$ cat config.mk
export PLATFORM = sky130hd
export DESIGN_NAME = ibex_compressed_packer
export DESIGN_NICKNAME = d
export VERILOG_FILES = /design/src/rtl/ibex_pkg.sv /design/src/rtl/ibex_compressed_encoder.sv /design/src/rtl/ibex_compressed_packer.sv
export SDC_FILE = /design/constraint.sdc
export NUM_CORES = 1
export LEC_CHECK = 0
export BUFFER_PORTS_ARGS = -buffer_cell sky130_fd_sc_hd__buf_4
export CAP_MARGIN = 15
export CORE_UTILIZATION = 45
export CTS_CLUSTER_DIAMETER = 120
export CTS_CLUSTER_SIZE = 10
export DETAILED_ROUTE_END_ITERATION = 10
export PLACE_DENSITY = 0.7
export REMOVE_ABC_BUFFERS = 1
export SYNTH_ARGS = -nofsm -noshare
export SYNTH_HDL_FRONTEND = slang
export SYNTH_SLANG_ARGS = --single-unit
$ cat constraint.sdc
create_clock -name clk_i -period 3.2 [get_ports clk_i]
set_clock_uncertainty 0.05 [all_clocks]
set_input_delay 0.48 -clock clk_i [delete_from_list [all_inputs] [get_ports clk_i]]
set_output_delay 0.48 -clock clk_i [all_outputs]
set_load 0.005 [all_outputs]
$ cat src/rtl/ibex_pkg.sv
// Shared opcode constants plus the RVC encodings and helpers used by the compressed packer.
package ibex_pkg;

    localparam int unsigned INSTR_W = 32;
    localparam int unsigned HALF_W  = 16;

    typedef enum logic [6:0] {
        OPCODE_LOAD   = 7'h03,
        OPCODE_OP_IMM = 7'h13,
        OPCODE_STORE  = 7'h23,
        OPCODE_OP     = 7'h33,
        OPCODE_JALR   = 7'h67,
        OPCODE_SYSTEM = 7'h73
    } opcode_e;

    localparam logic [HALF_W-1:0] RVC_NOP    = 16'h0001;
    localparam logic [HALF_W-1:0] RVC_EBREAK = 16'h9002;

    // Packed output word: lo sits at the lower address.
    typedef struct packed {
        logic [HALF_W-1:0] hi;
        logic [HALF_W-1:0] lo;
    } pack_word_t;

    // True for the x8..x15 registers reachable through 3-bit RVC register fields.
    function automatic logic is_creg(input logic [4:0] r);
        return r[4:3] == 2'b01;
    endfunction

endpackage

$ cat src/rtl/ibex_compressed_encoder.sv
// Combinational RV32I -> RVC encoder; first matching rule wins, otherwise comp_o = 0.
module ibex_compressed_encoder
    import ibex_pkg::*;
(
    input  logic [INSTR_W-1:0] instr_i,
    output logic               comp_o,
    output logic [HALF_W-1:0]  instr16_o
);

    logic [6:0]  opcode;
    logic [4:0]  rd;
    logic [4:0]  rs1;
    logic [4:0]  rs2;
    logic [2:0]  funct3;
    logic [6:0]  funct7;
    logic [11:0] imm_i;
    logic [11:0] imm_s;
    logic        imm_small;
    logic        ld_off_ok;
    logic        st_off_ok;

    assign opcode = instr_i[6:0];
    assign rd     = instr_i[11:7];
    assign funct3 = instr_i[14:12];
    assign rs1    = instr_i[19:15];
    assign rs2    = instr_i[24:20];
    assign funct7 = instr_i[31:25];
    assign imm_i  = instr_i[31:20];
    assign imm_s  = {instr_i[31:25], instr_i[11:7]};

    // Sign-extended 6-bit range [-32,31]: bits 11..5 all equal.
    assign imm_small = (imm_i[11:5] == 7'h00) || (imm_i[11:5] == 7'h7f);
    // Word-aligned offset in [0,124].
    assign ld_off_ok = (imm_i[11:7] == 5'd0) && (imm_i[1:0] == 2'd0);
    assign st_off_ok = (imm_s[11:7] == 5'd0) && (imm_s[1:0] == 2'd0);

    always_comb begin
        comp_o    = 1'b0;
        instr16_o = '0;
        if (instr_i == 32'h0010_0073) begin
            comp_o    = 1'b1;
            instr16_o = RVC_EBREAK;
        end else if (instr_i == 32'h0000_0013) begin
            comp_o    = 1'b1;
            instr16_o = RVC_NOP;
        end else if (opcode == OPCODE_OP_IMM && funct3 == 3'b000 && rd != 5'd0 &&
                     rs1 == rd && imm_small && imm_i != 12'd0) begin
            comp_o    = 1'b1;
            instr16_o = {3'b000, imm_i[5], rd, imm_i[4:0], 2'b01};
        end else if (opcode == OPCODE_OP_IMM && funct3 == 3'b000 && rd != 5'd0 &&
                     rs1 == 5'd0 && imm_small) begin
            comp_o    = 1'b1;
            instr16_o = {3'b010, imm_i[5], rd, imm_i[4:0], 2'b01};
        end else if (opcode == OPCODE_OP && funct3 == 3'b000 && funct7 == 7'd0 &&
                     rd != 5'd0 && rs1 == 5'd0 && rs2 != 5'd0) begin
            comp_o    = 1'b1;
            instr16_o = {3'b100, 1'b0, rd, rs2, 2'b10};
        end else if (opcode == OPCODE_OP && funct3 == 3'b000 && funct7 == 7'd0 &&
                     rd != 5'd0 && rs1 == rd && rs2 != 5'd0) begin
            comp_o    = 1'b1;
            instr16_o = {3'b100, 1'b1, rd, rs2, 2'b10};
        end else if (opcode == OPCODE_LOAD && funct3 == 3'b010 && is_creg(rd) &&
                     is_creg(rs1) && ld_off_ok) begin
            comp_o    = 1'b1;
            instr16_o = {3'b010, imm_i[5:3], rs1[2:0], imm_i[2], imm_i[6], rd[2:0], 2'b00};
        end else if (opcode == OPCODE_STORE && funct3 == 3'b010 && is_creg(rs2) &&
                     is_creg(rs1) && st_off_ok) begin
            comp_o    = 1'b1;
            instr16_o = {3'b110, imm_s[5:3], rs1[2:0], imm_s[2], imm_s[6], rs2[2:0], 2'b00};
        end else if (opcode == OPCODE_JALR && funct3 == 3'b000 && rd == 5'd0 &&
                     imm_i == 12'd0 && rs1 != 5'd0) begin
            comp_o    = 1'b1;
            instr16_o = {3'b100, 1'b0, rs1, 5'd0, 2'b10};
        end
    end

endmodule

$ cat src/rtl/ibex_compressed_packer.sv
// Streams RV32 instructions through the RVC encoder and packs parcels into 32-bit words.
// Optional statistics counters are enabled with IBEX_CPACK_STATS_EN.
module ibex_compressed_packer
    import ibex_pkg::*;
(
    input  logic               clk_i,
    input  logic               rst_ni,
    input  logic               in_valid_i,
    output logic               in_ready_o,
    input  logic [INSTR_W-1:0] in_instr_i,
    input  logic               flush_i,
    output logic               out_valid_o,
    input  logic               out_ready_i,
    output logic [INSTR_W-1:0] out_word_o,
    output logic               busy_o,
    output logic [31:0]        cnt_total_o,
    output logic [31:0]        cnt_comp_o
);

    localparam logic [0:0] ST_EMPTY = 1'b0;
    localparam logic [0:0] ST_HALF  = 1'b1;

    logic              comp;
    logic [HALF_W-1:0] c16;

    ibex_compressed_encoder u_encoder (
        .instr_i   (in_instr_i),
        .comp_o    (comp),
        .instr16_o (c16)
    );

    logic [0:0]        state_q, state_d;
    logic [HALF_W-1:0] residue_q, residue_d;
    logic              out_valid_q, out_valid_d;
    pack_word_t        out_word_q, out_word_d;
    logic              busy_q, busy_d;
    logic              can_load;
    logic              accept;
    logic              produce;

    assign can_load   = !out_valid_q || out_ready_i;
    assign in_ready_o = can_load;
    assign accept     = in_valid_i && can_load;

    // Packing FSM: state tracks whether a lone halfword is waiting for a partner.
    always_comb begin
        state_d    = state_q;
        residue_d  = residue_q;
        out_word_d = out_word_q;
        produce    = 1'b0;
        case (state_q)
            ST_EMPTY: begin
                if (accept) begin
                    if (comp) begin
                        state_d   = ST_HALF;
                        residue_d = c16;
                    end else begin
                        produce    = 1'b1;
                        out_word_d = in_instr_i;
                    end
                end
            end
            ST_HALF: begin
                if (accept) begin
                    produce = 1'b1;
                    if (comp) begin
                        out_word_d = '{hi: c16, lo: residue_q};
                        state_d    = ST_EMPTY;
                    end else begin
                        out_word_d = '{hi: in_instr_i[15:0], lo: residue_q};
                        residue_d  = in_instr_i[31:16];
                    end
                end else if (flush_i && can_load) begin
                    produce    = 1'b1;
                    out_word_d = '{hi: RVC_NOP, lo: residue_q};
                    state_d    = ST_EMPTY;
                end
            end
            default: state_d = ST_EMPTY;
        endcase
        out_valid_d = produce || (out_valid_q && !out_ready_i);
        busy_d      = (state_d == ST_HALF) || out_valid_d;
    end

    always_ff @(posedge clk_i or negedge rst_ni) begin
        if (!rst_ni) begin
            state_q     <= ST_EMPTY;
            residue_q   <= '0;
            out_valid_q <= 1'b0;
            out_word_q  <= '0;
            busy_q      <= 1'b0;
        end else begin
            state_q     <= state_d;
            residue_q   <= residue_d;
            out_valid_q <= out_valid_d;
            out_word_q  <= out_word_d;
            busy_q      <= busy_d;
        end
    end

    assign out_valid_o = out_valid_q;
    assign out_word_o  = out_word_q;
    assign busy_o      = busy_q;

`ifdef IBEX_CPACK_STATS_EN
    logic [31:0] cnt_total_q;
    logic [31:0] cnt_comp_q;

    always_ff @(posedge clk_i or negedge rst_ni) begin
        if (!rst_ni) begin
            cnt_total_q <= '0;
            cnt_comp_q  <= '0;
        end else if (accept) begin
            cnt_total_q <= cnt_total_q + 32'd1;
            if (comp) begin
                cnt_comp_q <= cnt_comp_q + 32'd1;
            end
        end
    end

    assign cnt_total_o = cnt_total_q;
    assign cnt_comp_o  = cnt_comp_q;
`else
    assign cnt_total_o = 32'h0;
    assign cnt_comp_o  = 32'h0;
`endif

endmodule

==> impl_metrics.yaml, run 1 <==
run_status:
  outcome: "complete, no violations"
critical_path:
  arrival_ns: 3.14
  rr_endpoint: "out_word_o[22]"
  critPathKind: "in2reg"
  critPathCaptureType: "flip-flop"
  cp-start-kind: "primary input"
  cp-endpoint: "out_word_o[22]"
  r2r_setup_slack_ns: 0.98
  r2r_start: "state_q"
  crit_path_start: "in_instr_i[18]"
  r2r_cells: 7
  path_max_fanout: 6
  critPathRequiredTime_ns: 3.34
routing:
  route.vias.total: 3897
  vias_per_cell: 5.70
  firstDrtPassIters: 5
  drtIter0Drc: 206
  drc: 0
  antenna_left: 0
  finalWirelength_um: 13200
  routedWlPerCell_um: 19.3
synthesis:
  synthArstFlopShare_pct: 100
  yosysUniqueCellTypes: 61
  syn_area_um2: 3890
  synthTopCellsByArea: "dfrtp_1, buf_4, a21oi_1, mux2i_1, nor2_1"
  synth_edf_count: 0
  postSynthAreaPerCell_um2: 7.93
  syn_inst: 491
  synth_top_area_share_pct: 32.8
  yosys_register_bits: 51
  synth.yosys.warnings: 0
  synth_top_area_cell: "dfrtp_1"
  ys.flop_type: "dfrtp_1"
  ys_seq_area_share_pct: 32.8
power_and_ir_drop:
  ir_drop_mv: 0.153
  seqPwrFrac_pct: 49.8
  power_switching_uw: 459
  comb_power_share_pct: 25.5
  power.share.switching_pct: 30.7
  p_int_mw: 1.04
  powerDensity_nw_per_um2: 324
  total_power_mw: 1.50
  clock_power_share_pct: 24.7
  leakage_nw: 2.07
cts:
  clkTransAtPathRegs_ns: 0.10
  cts.hold.buffers_added: 0
  cts_max_level: 2
  cts_tree: "yes"
  cts_buffer_depth: 2
  cts_sinks: 51
  clk_latency_ns: 0.31
  root_buffer: "clkbuf_8"
  cts_buffers: 5
cells_and_area:
  final_net_count: 617
  area_delta_synth_final_pct: 18.7
  diodes: 0
  stdcell_count: 684
  final_area_um2: 4620
  layout-drive-gt1-share_pct: 22.5
  nFillCells: 819
sta:
  min_period_over_period_pct: 93.7
  setup_tns_ns: 0
  tightestPinTransition_ns: 0.839
  rsz0062_at_grt: "false"
  setup_viol: 0
  slew_viol_final: 0
  fin_ws_ns: 0.201
  max_freq_mhz: 333
  relSlewSlack_pct: 43.3
  finalHoldViolCount: 0
  finalCriticalPeriod_ns: 3.00
global_route:
  grt_use_total_pct: 29.6
  grt_max_degree: 59
  antenna_found_initial: 0
  grt_pass1_vias: 3547
  grt_pass1_wl_um: 19900
  overflow: 0
place:
  dp_cells: 677
  pre_cts_slack_ns: -0.283
  port_buffers: 71
  place_area_um2: 4530
  dpl.hpwl_um: 10100
  place.gp.congestion: 0.963
floorplanning:
  std_cell_rows: 33
  die_area_um2: 9030
  design.core.area_um2: 8300
  die_x_um: 95.0
  dieHeight_um: 95.0
  initial_core_util_pct: 46.9
  pin_count: 136
worst_hold_path:
  hold_path_class: "in2async"
run:
  cap_violations: 0
-- kinds of logic (layout without fill, tap and decap cells) --
| kind of cell | after synthesis | after routing | share of synthesized area [%] |
|---|---|---|---|
| flip-flops | 51 | 51 | 32.8 |
| buffers and inverters | 105 | 130 | 16.5 |
| adder cells (fa/ha/maj) | 1 | 1 | 0.321 |
| other | 1 | 64 | 0.0963 |
| XOR/XNOR | 5 | 5 | 1.12 |
| AND/OR/NAND/NOR | 173 | 173 | 22.2 |
| AO/OA/AOI/OAI | 134 | 134 | 21.6 |
| multiplexers | 21 | 21 | 5.43 |
-- worst max-delay path, cell delays in order --
cell and delay (ns):
buf_4 0.12, or4_1 0.53, o211ai_1 0.20, nor4_1 0.07, buf_4 0.15, a311oi_2 0.30, nand2_1 0.10, ha_1 0.19
nor3_2 0.32, nand2_2 0.22, buf_4 0.21, a21oi_1 0.16, a21oi_1 0.09
-- layout make-up --
class                   count  area (µm²)  share of cell area [%]
multi-input cells         398        2230                    48.2
repair buffers            114         876                    18.9
well taps                 105         131                    2.84
inverters                   9        33.8                   0.731
flip-flops and latches     51        1280                    27.6
clock buffers               7        76.3                    1.65
-- Yosys cell counts (4+ instances only) --
cell type  instances
and3_1             8
a21o_1             4
o21a_1             7
nor3_1            12
clkbuf_1          28
nand4_1           10
mux2i_1           20
inv_1              8
dfrtp_1           51
nand3_1           13
a31oi_1            6
buf_4             65
o211ai_1           7
a211oi_1           4
a21oi_1           47
o221ai_1           4
nor2_1            53
and2_1             4
o21ai_0           29
nor2b_1            5
a221oi_1           6
nand2_1           40
-- sequential cells by signal, indices dropped and copies added (netlist names) --
register	cells
busy_o	1
out_word_o	32
residue_q	16
out_valid_o	1
state_q	1
-- placed cells by master, fill, tap and decap left out, types with 7 or more instances in the layout --
cell type / Yosys / layout
nor3_1: 12 / 11
nand3_1: 13 / 13
o21a_1: 7 / 7
nand2_1: 40 / 39
o211ai_1: 7 / 7
nand4_1: 10 / 10
a21oi_1: 47 / 47
dfrtp_1: 51 / 50
and3_1: 8 / 8
mux2i_1: 20 / 20
conb_1: 1 / 64
buf_4: 65 / 112
o21ai_0: 29 / 29
inv_1: 8 / 8
nor2_1: 53 / 53
-- worst min path at each step --
stage	slack, ns	to	from
2_1_floorplan	0.13	busy_o	rst_ni
3_3_place_gp	0.40	residue_q[13]	residue_q[13]
3_5_place_dp	0.42	residue_q[13]	residue_q[13]
4_1_cts	0.18	out_word_o[0]	rst_ni
5_1_grt	0.21	out_word_o[0]	rst_ni
6_report	0.13	out_word_o[0]	rst_ni
-- stage by stage --
stage / util (%) / hold slack [ns]
after floorplan: - / 0.134
after global placement: 54.6 / 0.401
after detailed placement: 54.6 / 0.421
after CTS: 55.5 / 0.176
after global routing: 55.7 / 0.206
final: 55.7 / 0.125
-- power by group through the flow --
stage | clock network, mW | logic [mW] | registers [mW]
floorplan | 0 | 0.137 | 0.758
global placement | 0 | 0.373 | 0.754
finish | 0.369 | 0.382 | 0.745
detailed placement | 0 | 0.379 | 0.757
CTS | 0.382 | 0.380 | 0.745
global route | 0.399 | 0.423 | 0.753
-- per-layer routing --
layer	track usage (%)	vias to the layer above	part of all wire, %
li1	-	1809	-
met1	40.1	1881	45
met2	48.0	186	46
met3	5.50	21	6.9
met4	8.08	0	2.0
met5	0	-	0
-- what timing repair did --
item                                    in CTS  in global routing
resized for setup                            0                  5
buffers inserted                             0                  0
endpoints found under the setup margin       0                 26
No activity file was read; power rests on OpenSTA's default activity.
==> inputs of run 2 (changes only) <==
--- a/config.mk
+++ b/config.mk
@@ -13,6 +13,7 @@
 export DETAILED_ROUTE_END_ITERATION = 10
 export PLACE_DENSITY = 0.7
 export REMOVE_ABC_BUFFERS = 1
+export SETUP_SLACK_MARGIN = 0.5
 export SYNTH_ARGS = -nofsm -noshare
 export SYNTH_HDL_FRONTEND = slang
 export SYNTH_SLANG_ARGS = --single-unit
==> run 2 against run 1 <==
  * Worst setup slack gained 0.29 ns
  * Sequential cell count is the same
  * Critical path depth grew 1
  * Fmax grew 11%
  * Register-to-register slack lost 0.03 ns
  * First-iteration DRC count grew 33%
  * Final cell count grew 1.2%
  * Non-clock buffer count grew 8
  * Die area is the same
  * Clock power is essentially flat
  * Sequential power is essentially flat
  * Worst hold slack gained 0.0073 ns
  * Critical path type unchanged
  * Highest routed layer unchanged
==> impl_metrics.yaml, run 2 (synthesized netlist as in run 1, its figures left out) <==
floorplanning:
  dieHeight_um: 95.0
  die_x_um: 95.0
  pin_count: 136
  initial_core_util_pct: 46.9
  die_area_um2: 9030
  std_cell_rows: 33
  design.core.area_um2: 8300
cts:
  clk_latency_ns: 0.30
  clkTransAtPathRegs_ns: 0.10
  cts_sinks: 51
  cts_buffer_depth: 2
  cts.hold.buffers_added: 0
  cts_buffers: 5
  cts_tree: "yes"
  cts_max_level: 2
  root_buffer: "clkbuf_8"
power_and_ir_drop:
  leakage_nw: 2.20
  total_power_mw: 1.57
  p_int_mw: 1.07
  seqPwrFrac_pct: 47.6
  clock_power_share_pct: 23.4
  power_switching_uw: 495
  comb_power_share_pct: 28.9
  powerDensity_nw_per_um2: 313
  ir_drop_mv: 0.152
  power.share.switching_pct: 31.6
routing:
  antenna_left: 0
  drc: 0
  drtIter0Drc: 274
  firstDrtPassIters: 5
  routedWlPerCell_um: 21.1
  vias_per_cell: 5.87
  route.vias.total: 4065
  finalWirelength_um: 14600
cells_and_area:
  area_delta_synth_final_pct: 28.5
  postLayoutCoreUtil_pct: 60.3
  layout-drive-gt1-share_pct: 27.9
  diodes: 0
  layout_common_cells: "buf_4, conb_1, nor2_1"
  final_net_count: 625
  stdcell_count: 692
  largest_reg_flops: 32
  final_common_cell: "buf_4"
sta:
  tightestPinTransition_ns: 0.680
  rsz0062_at_grt: "true"
  setup_viol: 0
  min_period_over_period_pct: 84.6
  max_freq_mhz: 369
  finalHoldViolCount: 0
  slew_viol_final: 0
  fin_ws_ns: 0.491
  finalCriticalPeriod_ns: 2.71
  relSlewSlack_pct: 54.6
critical_path:
  crit_path_start: "in_instr_i[18]"
  r2r_start: "out_valid_o"
  critPathCaptureType: "flip-flop"
  critPathKind: "in2reg"
  critPathRequiredTime_ns: 3.34
  path_max_fanout: 6
  arrival_ns: 2.85
  cp-start-kind: "primary input"
global_route:
  grt_pass1_vias: 3603
  antenna_found_initial: 0
  grt_pass1_wl_um: 20400
  grt_use_total_pct: 30.4
  grt_max_degree: 52
  overflow: 0
run_status:
  outcome: "complete, no violations"
run:
  cap_violations: 0
place:
  port_buffers: 71
  dpl.hpwl_um: 10100
  place.gp.congestion: 0.963
  pre_cts_slack_ns: -0.283
  dp_cells: 677
worst_hold_path:
  hold_path_class: "in2async"
run 2: cell count changes in the layout (fill, tap and decap cells not counted), sizes merged:
cell    delta
buf        +5
clkbuf     +3
run 2: critical path, cell delays in order:
cell,delay [ns]
buf_6,0.09
or4_4,0.52
o211ai_1,0.24
nor4_2,0.07
buf_4,0.15
a311oi_4,0.22
nand2_1,0.10
ha_2,0.19
nor3_4,0.16
buf_6,0.15
nand2_8,0.08
buf_8,0.17
a31oi_4,0.15
a21oi_2,0.07
run 2: what timing repair did:
action,in CTS,in global routing
setup buffers,2,1
resized for setup,18,44
gates cloned,1,4
setup endpoints to repair,49,49
pin swaps,7,8
run 2: power groups by stage:
stage          combinational, mW  clock, mW  sequential [mW]
6_report                   0.453      0.367            0.746
4_1_cts                    0.402      0.382            0.745
3_3_place_gp               0.373          0            0.754
5_1_grt                    0.491      0.399            0.754
3_5_place_dp               0.379          0            0.757
2_1_floorplan              0.137          0            0.758
run 2: per-layer routing:
layer	vias to the layer above	share of wire (%)	GRT usage [%]
met5	-	0	0
met4	0	2.2	7.07
met3	30	7.1	5.26
li1	1828	-	-
met2	220	47	50.5
met1	1987	43	41.0
run 2: path summary, 6_finish.rpt:
| check | endpoint | slack, ns | cells after the start |
|---|---|---|---|
| max | out_word_o[20] | 0.49 | 14 |
| min | out_word_o[0] | 0.13 | 1 |
| max reg2reg | out_word_o[28] | 0.95 | 8 |
| min reg2reg | residue_q[13] | 0.44 | 2 |
| max in group asynchronous | out_word_o[29] | 2.48 | 1 |
| min in group clk_i | busy_o | 0.35 | 2 |
run 2: cell type report:
cell class	instances	area, µm²
Fill cell	798	3300
Multi-Input combinational cell	398	2420
Sequential cell	51	1280
Timing Repair Buffer	122	1060
Tap cell	105	131
Clock buffer	7	76.3
Inverter	9	33.8
run 2: per-stage QoR:
step / setup TNS [ns] / hold WS, ns / cell area (µm²)
after floorplan: -91.41 / 0.134 / 3520
after global placement: -2.95 / 0.401 / 4530
after detailed placement: -5.27 / 0.421 / 4530
after CTS: 0 / 0.176 / 4720
after global routing: 0 / 0.207 / 5000
final: 0 / 0.132 / 5000
==> inputs of run 3 (changes only) <==
==> constraint.sdc (replaced) <==
create_clock -name clk_i -period 2.6 [get_ports clk_i]
set_clock_uncertainty 0.05 [all_clocks]
set_input_delay 0.39 -clock clk_i [delete_from_list [all_inputs] [get_ports clk_i]]
set_output_delay 0.39 -clock clk_i [all_outputs]
set_load 0.005 [all_outputs]
==> run 3 against run 2 <==
  * Design area rose by 17%
  * Wire length increased by 5.4%
  * Count of clock-buffer cells in the layout fell by 1
  * The run now ends with negative setup slack left
  * Total power grew 42%
  * Sequential power grew 24%
  * Worst hold slack worse by 0.074 ns
  * Worst setup slack got worse by 0.54 ns
==> impl_metrics.yaml, run 3 (synthesized netlist as in run 1, its figures left out) <==
run_status:
  outcome: "complete, but fails checks"
  violations: "negative setup slack"
floorplanning:
  std_cell_rows: 33
  die_area_um2: 9030
  die_x_um: 95.0
  initial_core_util_pct: 46.9
  design.core.area_um2: 8300
  pin_count: 136
  dieHeight_um: 95.0
global_route:
  overflow: 0
  grt_pass1_wl_um: 22500
  antenna_found_initial: 0
  grt_use_total_pct: 34.2
  grt_max_degree: 52
  grt_pass1_vias: 4060
cts:
  clkTransAtPathRegs_ns: 0.10
  cts_buffer_depth: 2
  clk_latency_ns: 0.32
  cts_buffers: 5
  root_buffer: "clkbuf_8"
  cts.hold.buffers_added: 0
  cts_tree: "yes"
  cts_max_level: 2
  cts_sinks: 51
power_and_ir_drop:
  total_power_mw: 2.22
  ir_drop_mv: 0.280
  leakage_nw: 2.68
  powerDensity_nw_per_um2: 380
critical_path:
  r2r_start: "out_valid_o"
  cp-start-kind: "primary input"
  cpPeakStageDelay_ns: 0.52
  path_cells: "buf_6, or4_4, o211ai_1, nor4_1, buf_4, a311oi_2, nand2_1, ha_2, nor3_4, buf_4, buf_12, buf_8, buf_6, nor2_2, a21oi_1"
  critical-path-slowest-cell: "or4_4"
  arrival_ns: 2.83
  crit_path_start: "in_instr_i[18]"
  crit_family: "simple AND/OR/NAND/NOR gates"
  critPathRequiredTime_ns: 2.79
  critPathKind: "in2reg"
  path_buf_inv: 6
  critPathCaptureType: "flip-flop"
  path_max_fanout: 6
sta:
  fin_ws_ns: -0.0452
  setup_tns_ns: -0.183
  tightestPinTransition_ns: 0.694
  slew_viol_final: 0
  relSlewSlack_pct: 53.7
  finalHoldViolCount: 0
  finalCriticalPeriod_ns: 2.65
  setup_viol: 8
  rsz0062_at_grt: "true"
  min_period_over_period_pct: 102
  max_freq_mhz: 378
cells_and_area:
  layout-drive-gt1-share_pct: 40.6
  diodes: 0
  layout_common_cells: "buf_4, conb_1, dfrtp_1"
  final_net_count: 709
  largest_reg_flops: 32
  final_common_cell: "buf_4"
  nFillCells: 699
  area_delta_synth_final_pct: 50.5
routing:
  finalWirelength_um: 15400
  antenna_left: 0
  routedWlPerCell_um: 19.8
  drtIter0Drc: 264
  vias_per_cell: 5.63
  firstDrtPassIters: 5
  drc: 0
  route.vias.total: 4374
place:
  dpl.hpwl_um: 11000
  port_buffers: 71
  place.gp.congestion: 0.974
  pre_cts_slack_ns: -0.694
run:
  cap_violations: 0
worst_hold_path:
  hold_path_class: "in2async"
run 3: changes by cell type in the layout (fill, tap and decap cells not counted), sizes merged:
cell and change:
buf +85, clkbuf -3, bufbuf +1, bufinv +1, clkinv +1
run 3: layout make-up:
type	instances	area (µm²)	share of cell area, %
Sequential cell	51	1280	21.8
Clock inverter	2	35.0	0.598
Multi-Input combinational cell	398	2510	42.8
Clock buffer	6	82.6	1.41
Inverter	9	33.8	0.576
Timing Repair Buffer	206	1790	30.6
Tap cell	105	131	2.24
run 3: final timing paths:
check / slack [ns] / cells after the start / end
setup / recovery: -0.05 / 15 / out_word_o[6]
hold / removal: 0.06 / 1 / out_valid_o
setup reg to reg: 0.69 / 6 / out_word_o[21]
hold reg to reg: 0.43 / 2 / residue_q[13]
max in group asynchronous: 1.97 / 1 / state_q
min in group clk_i: 0.25 / 2 / busy_o
run 3: what timing repair did:
action                                  in CTS  in global routing
setup buffers                               17                  2
endpoints found under the setup margin      50                 50
pin swaps                                   10                  4
gates resized for setup                     76                 34
cloned                                       4                  1
run 3: metrics by stage:
step | instances | utilization [%] | area, µm² | hold slack [ns]
3_3_place_gp | 745 | 60.7 | 5040 | 0.403
2_1_floorplan | 458 | - | 3520 | 0.0444
4_1_cts | 774 | 68.5 | 5690 | 0.0842
6_report | 777 | 70.6 | 5860 | 0.0580
5_1_grt | 777 | 70.6 | 5860 | 0.115
3_5_place_dp | 745 | 60.7 | 5040 | 0.411
run 3: report_power, final:
group / leakage, nW / internal, mW / switching, mW
Combinational: 2.02 / 0.357 / 0.329
Clock: 0.0612 / 0.312 / 0.298
Sequential: 0.603 / 0.872 / 0.0561
run 3: routing by layer:
metal	vias to the layer above	wire (µm)	part of all wire, %	GRT usage (%)
li1	1997	-	-	-
met1	2108	6660	43	46.8
met2	239	7140	46	54.2
met3	30	1140	7.4	4.94
met4	0	454	2.9	13.3
met5	-	0	0	0
run 3: worst register-to-register path: cells and delay by family (launching register included):
kind                   cells  cell delay [ns]
flip-flops                 1             0.39
AND/OR/NAND/NOR            2             0.53
buffers and inverters      1             0.09
AO/OA/AOI/OAI              3             0.75
